--- src/rtl/ika2151_wrsched_pkg.sv ---
// Shared types and constants for the IKA2151 host write scheduler.
package ika2151_wrsched_pkg;

  typedef enum logic [2:0] {
    IDLE,
    POLL_RD,
    POLL_GAP,
    ADDR_WR,
    ADDR_GAP,
    DATA_WR,
    DATA_GAP
  } wr_state_e;

  localparam int STATUS_BUSY_BIT = 7;

  function automatic int max2(input int a, input int b);
    return (a > b) ? a : b;
  endfunction

endpackage

--- src/rtl/ika2151_wrsched_fifo.sv ---
// Synchronous 16-bit FIFO holding {addr, data} pairs; extra pointer MSB separates full from empty.
module ika2151_wrsched_fifo #(
  parameter int  FIFO_DEPTH = 16,
  localparam int AW         = $clog2(FIFO_DEPTH)
) (
  input  logic          clk_i,
  input  logic          rst_n_i,
  input  logic          push_i,
  input  logic [15:0]   din_i,
  input  logic          pop_i,
  input  logic          flush_i,
  output logic [15:0]   dout_o,
  output logic          full_o,
  output logic          empty_o,
  output logic [AW:0]   level_o
);

  logic [15:0] mem_q [FIFO_DEPTH];
  logic [AW:0] wr_ptr_q, wr_ptr_d;
  logic [AW:0] rd_ptr_q, rd_ptr_d;
  logic        do_push;

  assign empty_o = (wr_ptr_q == rd_ptr_q);
  assign full_o  = ((wr_ptr_q ^ rd_ptr_q) == {1'b1, {AW{1'b0}}});
  assign level_o = wr_ptr_q - rd_ptr_q;
  assign dout_o  = mem_q[rd_ptr_q[AW-1:0]];

  // Fullness is judged before any same-cycle pop; a flush swallows a concurrent push.
  assign do_push = push_i && !full_o && !flush_i;

  always_comb begin
    wr_ptr_d = wr_ptr_q;
    rd_ptr_d = rd_ptr_q;
    if (flush_i) begin
      rd_ptr_d = wr_ptr_q;
    end else begin
      if (do_push)           wr_ptr_d = wr_ptr_q + (AW+1)'(1);
      if (pop_i && !empty_o) rd_ptr_d = rd_ptr_q + (AW+1)'(1);
    end
  end

  always_ff @(posedge clk_i or negedge rst_n_i) begin
    if (!rst_n_i) begin
      wr_ptr_q <= '0;
      rd_ptr_q <= '0;
    end else begin
      wr_ptr_q <= wr_ptr_d;
      rd_ptr_q <= rd_ptr_d;
    end
  end

  always_ff @(posedge clk_i) begin
    if (do_push) mem_q[wr_ptr_q[AW-1:0]] <= din_i;
  end

endmodule

--- src/rtl/ika2151_wrsched.sv ---
// Replays queued {addr, data} pairs onto the IKA2151 CPU bus, polling the busy flag before each address write.
module ika2151_wrsched
  import ika2151_wrsched_pkg::*;
#(
  parameter int  FIFO_DEPTH = 16,
  parameter int  PULSE_LEN  = 8,
  parameter int  GAP_LEN    = 4,
  parameter int  POLL_LIMIT = 1024,
  localparam int LW         = $clog2(FIFO_DEPTH) + 1,
  localparam int CW         = $clog2(max2(PULSE_LEN, GAP_LEN)),
  localparam int PW         = $clog2(POLL_LIMIT + 1)
) (
  input  logic          i_EMUCLK,
  input  logic          i_IC_n,
  input  logic          i_PUSH,
  input  logic [7:0]    i_ADDR,
  input  logic [7:0]    i_DATA,
  input  logic          i_FLUSH,
  output logic          o_FULL,
  output logic          o_EMPTY,
  output logic [LW-1:0] o_LEVEL,
  output logic          o_ACTIVE,
  output logic          o_OVF,
  output logic          o_TIMEOUT,
  output logic          o_CS_n,
  output logic          o_RD_n,
  output logic          o_WR_n,
  output logic          o_A0,
  output logic [7:0]    o_D,
  input  logic [7:0]    i_D
);

  localparam logic [CW-1:0] PULSE_LOAD = CW'(PULSE_LEN - 1);
  localparam logic [CW-1:0] GAP_LOAD   = CW'(GAP_LEN - 1);
  localparam logic [PW-1:0] POLL_LAST  = PW'(POLL_LIMIT - 1);

  wr_state_e     state_q, state_d;
  logic [CW-1:0] cnt_q, cnt_d;
  logic [PW-1:0] poll_q, poll_d;
  logic          busy_q, busy_d;
  logic [7:0]    addr_q, addr_d, data_q, data_d;
  logic          ovf_q, ovf_d, tout_q, tout_d;
  logic          cs_q, cs_d, rd_q, rd_d, wr_q, wr_d, a0_q, a0_d;
  logic [7:0]    dout_q, dout_d;
  logic [15:0]   fifo_head;
  logic          fifo_full, fifo_empty, fifo_pop;
  logic          unused_status;

  // Only the busy bit of the status byte matters here.
  assign unused_status = ^i_D[6:0];

  ika2151_wrsched_fifo #(.FIFO_DEPTH(FIFO_DEPTH)) u_fifo (
    .clk_i   (i_EMUCLK),
    .rst_n_i (i_IC_n),
    .push_i  (i_PUSH),
    .din_i   ({i_ADDR, i_DATA}),
    .pop_i   (fifo_pop),
    .flush_i (i_FLUSH),
    .dout_o  (fifo_head),
    .full_o  (fifo_full),
    .empty_o (fifo_empty),
    .level_o (o_LEVEL)
  );

  always_comb begin
    state_d  = state_q;
    cnt_d    = (cnt_q == '0) ? cnt_q : cnt_q - CW'(1);
    poll_d   = poll_q;
    busy_d   = busy_q;
    addr_d   = addr_q;
    data_d   = data_q;
    tout_d   = tout_q;
    ovf_d    = ovf_q | (i_PUSH & fifo_full);
    fifo_pop = 1'b0;
    case (state_q)
      IDLE: if (!fifo_empty) begin
        fifo_pop         = 1'b1;
        {addr_d, data_d} = fifo_head;
        state_d          = POLL_RD;
        cnt_d            = PULSE_LOAD;
      end
      POLL_RD: if (cnt_q == '0) begin
        busy_d  = i_D[STATUS_BUSY_BIT];
        state_d = POLL_GAP;
        cnt_d   = GAP_LOAD;
      end
      POLL_GAP: if (cnt_q == '0) begin
        cnt_d = PULSE_LOAD;
        if (busy_q && (poll_q < POLL_LAST)) begin
          poll_d  = poll_q + PW'(1);
          state_d = POLL_RD;
        end else begin
          if (busy_q) tout_d = 1'b1;
          state_d = ADDR_WR;
        end
      end
      ADDR_WR:  if (cnt_q == '0) begin state_d = ADDR_GAP; cnt_d = GAP_LOAD;   end
      ADDR_GAP: if (cnt_q == '0) begin state_d = DATA_WR;  cnt_d = PULSE_LOAD; end
      DATA_WR:  if (cnt_q == '0) begin state_d = DATA_GAP; cnt_d = GAP_LOAD;   end
      DATA_GAP: if (cnt_q == '0) begin state_d = IDLE;     poll_d = '0;        end
      default:  state_d = IDLE;
    endcase

    // Bus pins are decoded from the next state so they register alongside it.
    cs_d   = 1'b1;
    rd_d   = 1'b1;
    wr_d   = 1'b1;
    a0_d   = a0_q;
    dout_d = dout_q;
    case (state_d)
      POLL_RD: begin cs_d = 1'b0; rd_d = 1'b0; a0_d = 1'b1; end
      ADDR_WR: begin cs_d = 1'b0; wr_d = 1'b0; a0_d = 1'b0; dout_d = addr_d; end
      DATA_WR: begin cs_d = 1'b0; wr_d = 1'b0; a0_d = 1'b1; dout_d = data_d; end
      default: ;
    endcase
  end

  always_ff @(posedge i_EMUCLK or negedge i_IC_n) begin
    if (!i_IC_n) begin
      state_q <= IDLE;
      cnt_q   <= '0;
      poll_q  <= '0;
      busy_q  <= 1'b0;
      addr_q  <= '0;
      data_q  <= '0;
      ovf_q   <= 1'b0;
      tout_q  <= 1'b0;
      cs_q    <= 1'b1;
      rd_q    <= 1'b1;
      wr_q    <= 1'b1;
      a0_q    <= 1'b0;
      dout_q  <= '0;
    end else begin
      state_q <= state_d;
      cnt_q   <= cnt_d;
      poll_q  <= poll_d;
      busy_q  <= busy_d;
      addr_q  <= addr_d;
      data_q  <= data_d;
      ovf_q   <= ovf_d;
      tout_q  <= tout_d;
      cs_q    <= cs_d;
      rd_q    <= rd_d;
      wr_q    <= wr_d;
      a0_q    <= a0_d;
      dout_q  <= dout_d;
    end
  end

  assign o_FULL    = fifo_full;
  assign o_EMPTY   = fifo_empty;
  assign o_ACTIVE  = (state_q != IDLE);
  assign o_OVF     = ovf_q;
  assign o_TIMEOUT = tout_q;
  assign o_CS_n    = cs_q;
  assign o_RD_n    = rd_q;
  assign o_WR_n    = wr_q;
  assign o_A0      = a0_q;
  assign o_D       = dout_q;

endmodule

--- config.mk ---
export PLATFORM = sky130hd
export DESIGN_NAME = ika2151_wrsched
export DESIGN_NICKNAME = d
export VERILOG_FILES = /design/src/rtl/ika2151_wrsched_pkg.sv /design/src/rtl/ika2151_wrsched_fifo.sv /design/src/rtl/ika2151_wrsched.sv
export SDC_FILE = /design/constraint.sdc
export NUM_CORES = 1
export LEC_CHECK = 0
export ABC_CLOCK_PERIOD_IN_PS = 5500
export CAP_MARGIN = 25
export CORE_UTILIZATION = 55
export DETAILED_ROUTE_END_ITERATION = 7
export MAX_ROUTING_LAYER = met4
export PLACE_DENSITY = 0.73
export SYNTH_ARGS = -nofsm -noshare
export SYNTH_HDL_FRONTEND = slang
export SYNTH_SLANG_ARGS = --single-unit
export TNS_END_PERCENT = 20
--- constraint.sdc ---
create_clock -name i_EMUCLK -period 5.5 [get_ports i_EMUCLK]
set_input_delay 0.55 -clock i_EMUCLK [delete_from_list [all_inputs] [get_ports i_EMUCLK]]
set_output_delay 0.55 -clock i_EMUCLK [all_outputs]
set_load 0.005 [all_outputs]
==> metrics.txt <==
Routed WL=26.4 mm; DP HPWL=15.0 mm; Reg area=9150 um^2; post-synthesis mux area share=0.114; Die Y=154 um; total power=7.35 mW; Max VDD drop=0.333 mV; Buffers on Ports=42; Net Sw Frac=0.310; combinational family with the most area after synthesis=multiplexers; FF-to-FF path depth=8; adder-cell share of the synthesized area=0.0144; Hold-fix buffers, CTS=0; fraction of layout cells with a size suffix above 1=0.181; I/O pin cnt=50; vias after detailed routing=6918; routability cong.=0.840; clock latency on the worst-skew pair=0.57 ns; CP max FO=34; fin. max-slew vios=0; Routed wire per std cell=23.9 um; Final #Nets=838; Period Utilization, post-route=0.686; Num Clock Sinks=314; largest net degree at the start of global routing=59; multi-input logic area=3300 um^2; Pwr per Cell Area=507 nW/um^2; area leader, netlist=edfxtp_1; Clock Tree Buf Depth=3; TNS Setup=0 ns; CP endpoint kind=output pin; initial core utilization=0.560; DRC=0; # Max-Cap Violations=0; initial drt markers=487; Clock Pin Slew Worst Setup and Hold Paths=0.07 ns; Synth Area in XOR/XNOR=0.0151; core area=22600 um^2; crit path from=u_fifo.rd_ptr_q[2]; Fill cells=1545; synthesized net count=778; complex-gate fraction of the synthesized area=0.0704; CTS tree=built; post-synthesis sequential area ratio=0.722; Final setup viols=0; total global routing overflow=0; Fin. Hold Viols=0; reg-to-reg startpoint=u_fifo.rd_ptr_q[2]; proportion of power drawn by combinational gates=0.286; HP Class=primary input to async pin; Leakage Power=4.95 nW; die width=154 um; Netlist cell types=53; Post-Synthesis Cells=736; crit path launch type=flop; Req. time, crit path=4.95 ns; Worst Tran Pin Value=1.04 ns; worst clock skew=0.0164 ns; Clock Power Share=0.281; root buf cell=clkbuf_16; P_int=5.07 mW; reported net switching power=2.28 mW; Synth Warn #=0; DRT Pass-1 Iters=4; CTS Buf Count=31; Resized cells post-CTS=0; synthesis-to-layout area growth=14.4%; number of antenna violations at the first check in global routing=1; asr flop ratio synth=0.185; row cnt=55; average size of a mapped cell=17.2 um^2; vias per cell=6.25; relative slew slack=0.305; Post CTS Setup Buffer Count=0; Final min period=3.77 ns; Post-synth top flop=edfxtp_1; Highest Clock Rate=265 MHz; global-route wire length before repair=40.0 mm; H-Tree Depth=1; status=finished, final reports clean; crit path kind=flop to output pin; number of global-route vias before repair=6950; area share of the largest cell type after synthesis=0.607; Crit path arrival time=3.22 ns; Post-synth EDFFs=256; Sequential Power Share=0.432; RR Endpoint=u_fifo.mem_q[15][8]; register-to-register setup slack=1.96 ns; Post-Syn Area=12700 um^2; Detail Route Antenna Nets=0; die area=23600 um^2; top cells by area, synth=edfxtp_1 61%, dfrtp_1 11%, mux4_2 8.5%; simple-gate portion of the synthesized area=0.0438; Synth Register Bits=314; RSZ-0062 raised after global routing=false; GRT Total Usage=0.235
==> critical path: stages, from the launching register on <==
cell             delay (ns)
dfrtp_1                0.32
buf_4                  0.45
inv_1                  0.24
ha_1                   0.42
and4_1                 0.30
nor2b_1                0.35
clkdlybuf4s50_1        0.57
==> power groups by stage <==
stage	Sequential [mW]	Combinational [mW]	Clock (mW)
finish	3.18	2.10	2.07
CTS	3.20	2.06	2.10
global placement	3.23	1.97	0
floorplan	3.01	1.55	0
detailed placement	3.25	2.05	0
global route	3.22	2.28	2.18
==> layer usage <==
layer,track usage,routed length (um)
met3,0.0304,1660
met1,0.306,10700
met4,0.0990,1180
met5,-,0
met2,0.377,12900
==> cells in the mapped netlist, drive strengths merged (2+ instances only) <==
master,number
o221ai,8
inv,19
nand2b,5
buf,21
edfxtp,256
and4,2
and3,4
a21oi,33
xor2,9
mux4,48
or2,8
and2,4
ha,13
o2111ai,5
or3,3
xnor2,12
clkbuf,16
o22ai,9
nor2b,2
o21ai,26
nand3,5
a31oi,10
o211ai,10
nand4,3
nor2,43
a21o,4
dfrtp,55
dfstp,3
nor3,6
a22oi,25
mux2i,33
mux2,3
nand2,21
==> layout make-up <==
type	instances	share of cell area
Sequential cell	314	0.631
Multi-Input combinational cell	366	0.228
Clock buffer	37	0.0551
Timing Repair Buffer	64	0.0420
Tap cell	285	0.0246
Clock inverter	21	0.0145
Inverter	19	0.00492
Antenna cell	1	0.000173
==> cells in the final DEF, fill, tap and decap left out, types with 10 or more instances in the layout <==
cell type	netlist	layout
clkdlybuf4s50_1	0	41
clkbuf_16	0	31
ha_1	13	13
nor2_1	43	40
a31oi_1	10	10
inv_1	19	19
mux4_2	48	48
o21ai_0	24	24
edfxtp_1	256	256
a21oi_1	32	32
nand2_1	21	21
mux2i_1	33	33
xnor2_1	11	11
a22oi_1	25	25
o211ai_1	10	10
dfrtp_1	55	54
buf_4	8	20
==> worst max-delay path by stage <==
| stage | end | slack, ns | cells after the start |
|---|---|---|---|
| 6_report | o_FULL | 1.73 | 6 |
| 5_1_grt | o_FULL | 1.57 | 6 |
| 2_1_floorplan | u_fifo.mem_q[3][0] | 2.15 | 8 |
| 4_1_cts | o_FULL | 1.37 | 5 |
| 3_3_place_gp | u_fifo.mem_q[15][12] | 1.75 | 7 |
| 3_5_place_dp | u_fifo.mem_q[15][12] | 1.64 | 7 |
==> logic make-up (layout without fill, tap and decap cells) <==
logic type,Yosys count,count (layout)
flops,314,314
other cells,0,1
fa+ha+maj,14,14
buf+inv,56,141
mux,84,84
simple gates,111,111
xor+xnor,21,21
compound gates,136,136
==> sequential cells by signal, summed over array words and instances, names as in the netlist, 3 cells and up <==
name,flops
addr_q,8
cnt_q,3
data_q,8
o_D,8
poll_q,11
state_q,3
u_fifo.mem_q,256
u_fifo.rd_ptr_q,5
u_fifo.wr_ptr_q,5
==> stage by stage <==
stage	cell area [um^2]	cells	worst slack (ns)	hold WS [ns]	utilization
3_5_place_dp	13400	1046	1.64	0.456	0.594
5_1_grt	14500	1107	1.57	0.210	0.640
2_1_floorplan	12700	736	2.15	0.254	-
3_3_place_gp	13400	1046	1.75	0.437	0.594
6_report	14500	1107	1.73	0.157	0.640
4_1_cts	14500	1104	1.37	0.175	0.638
No activity file was read; power rests on OpenSTA's default activity.
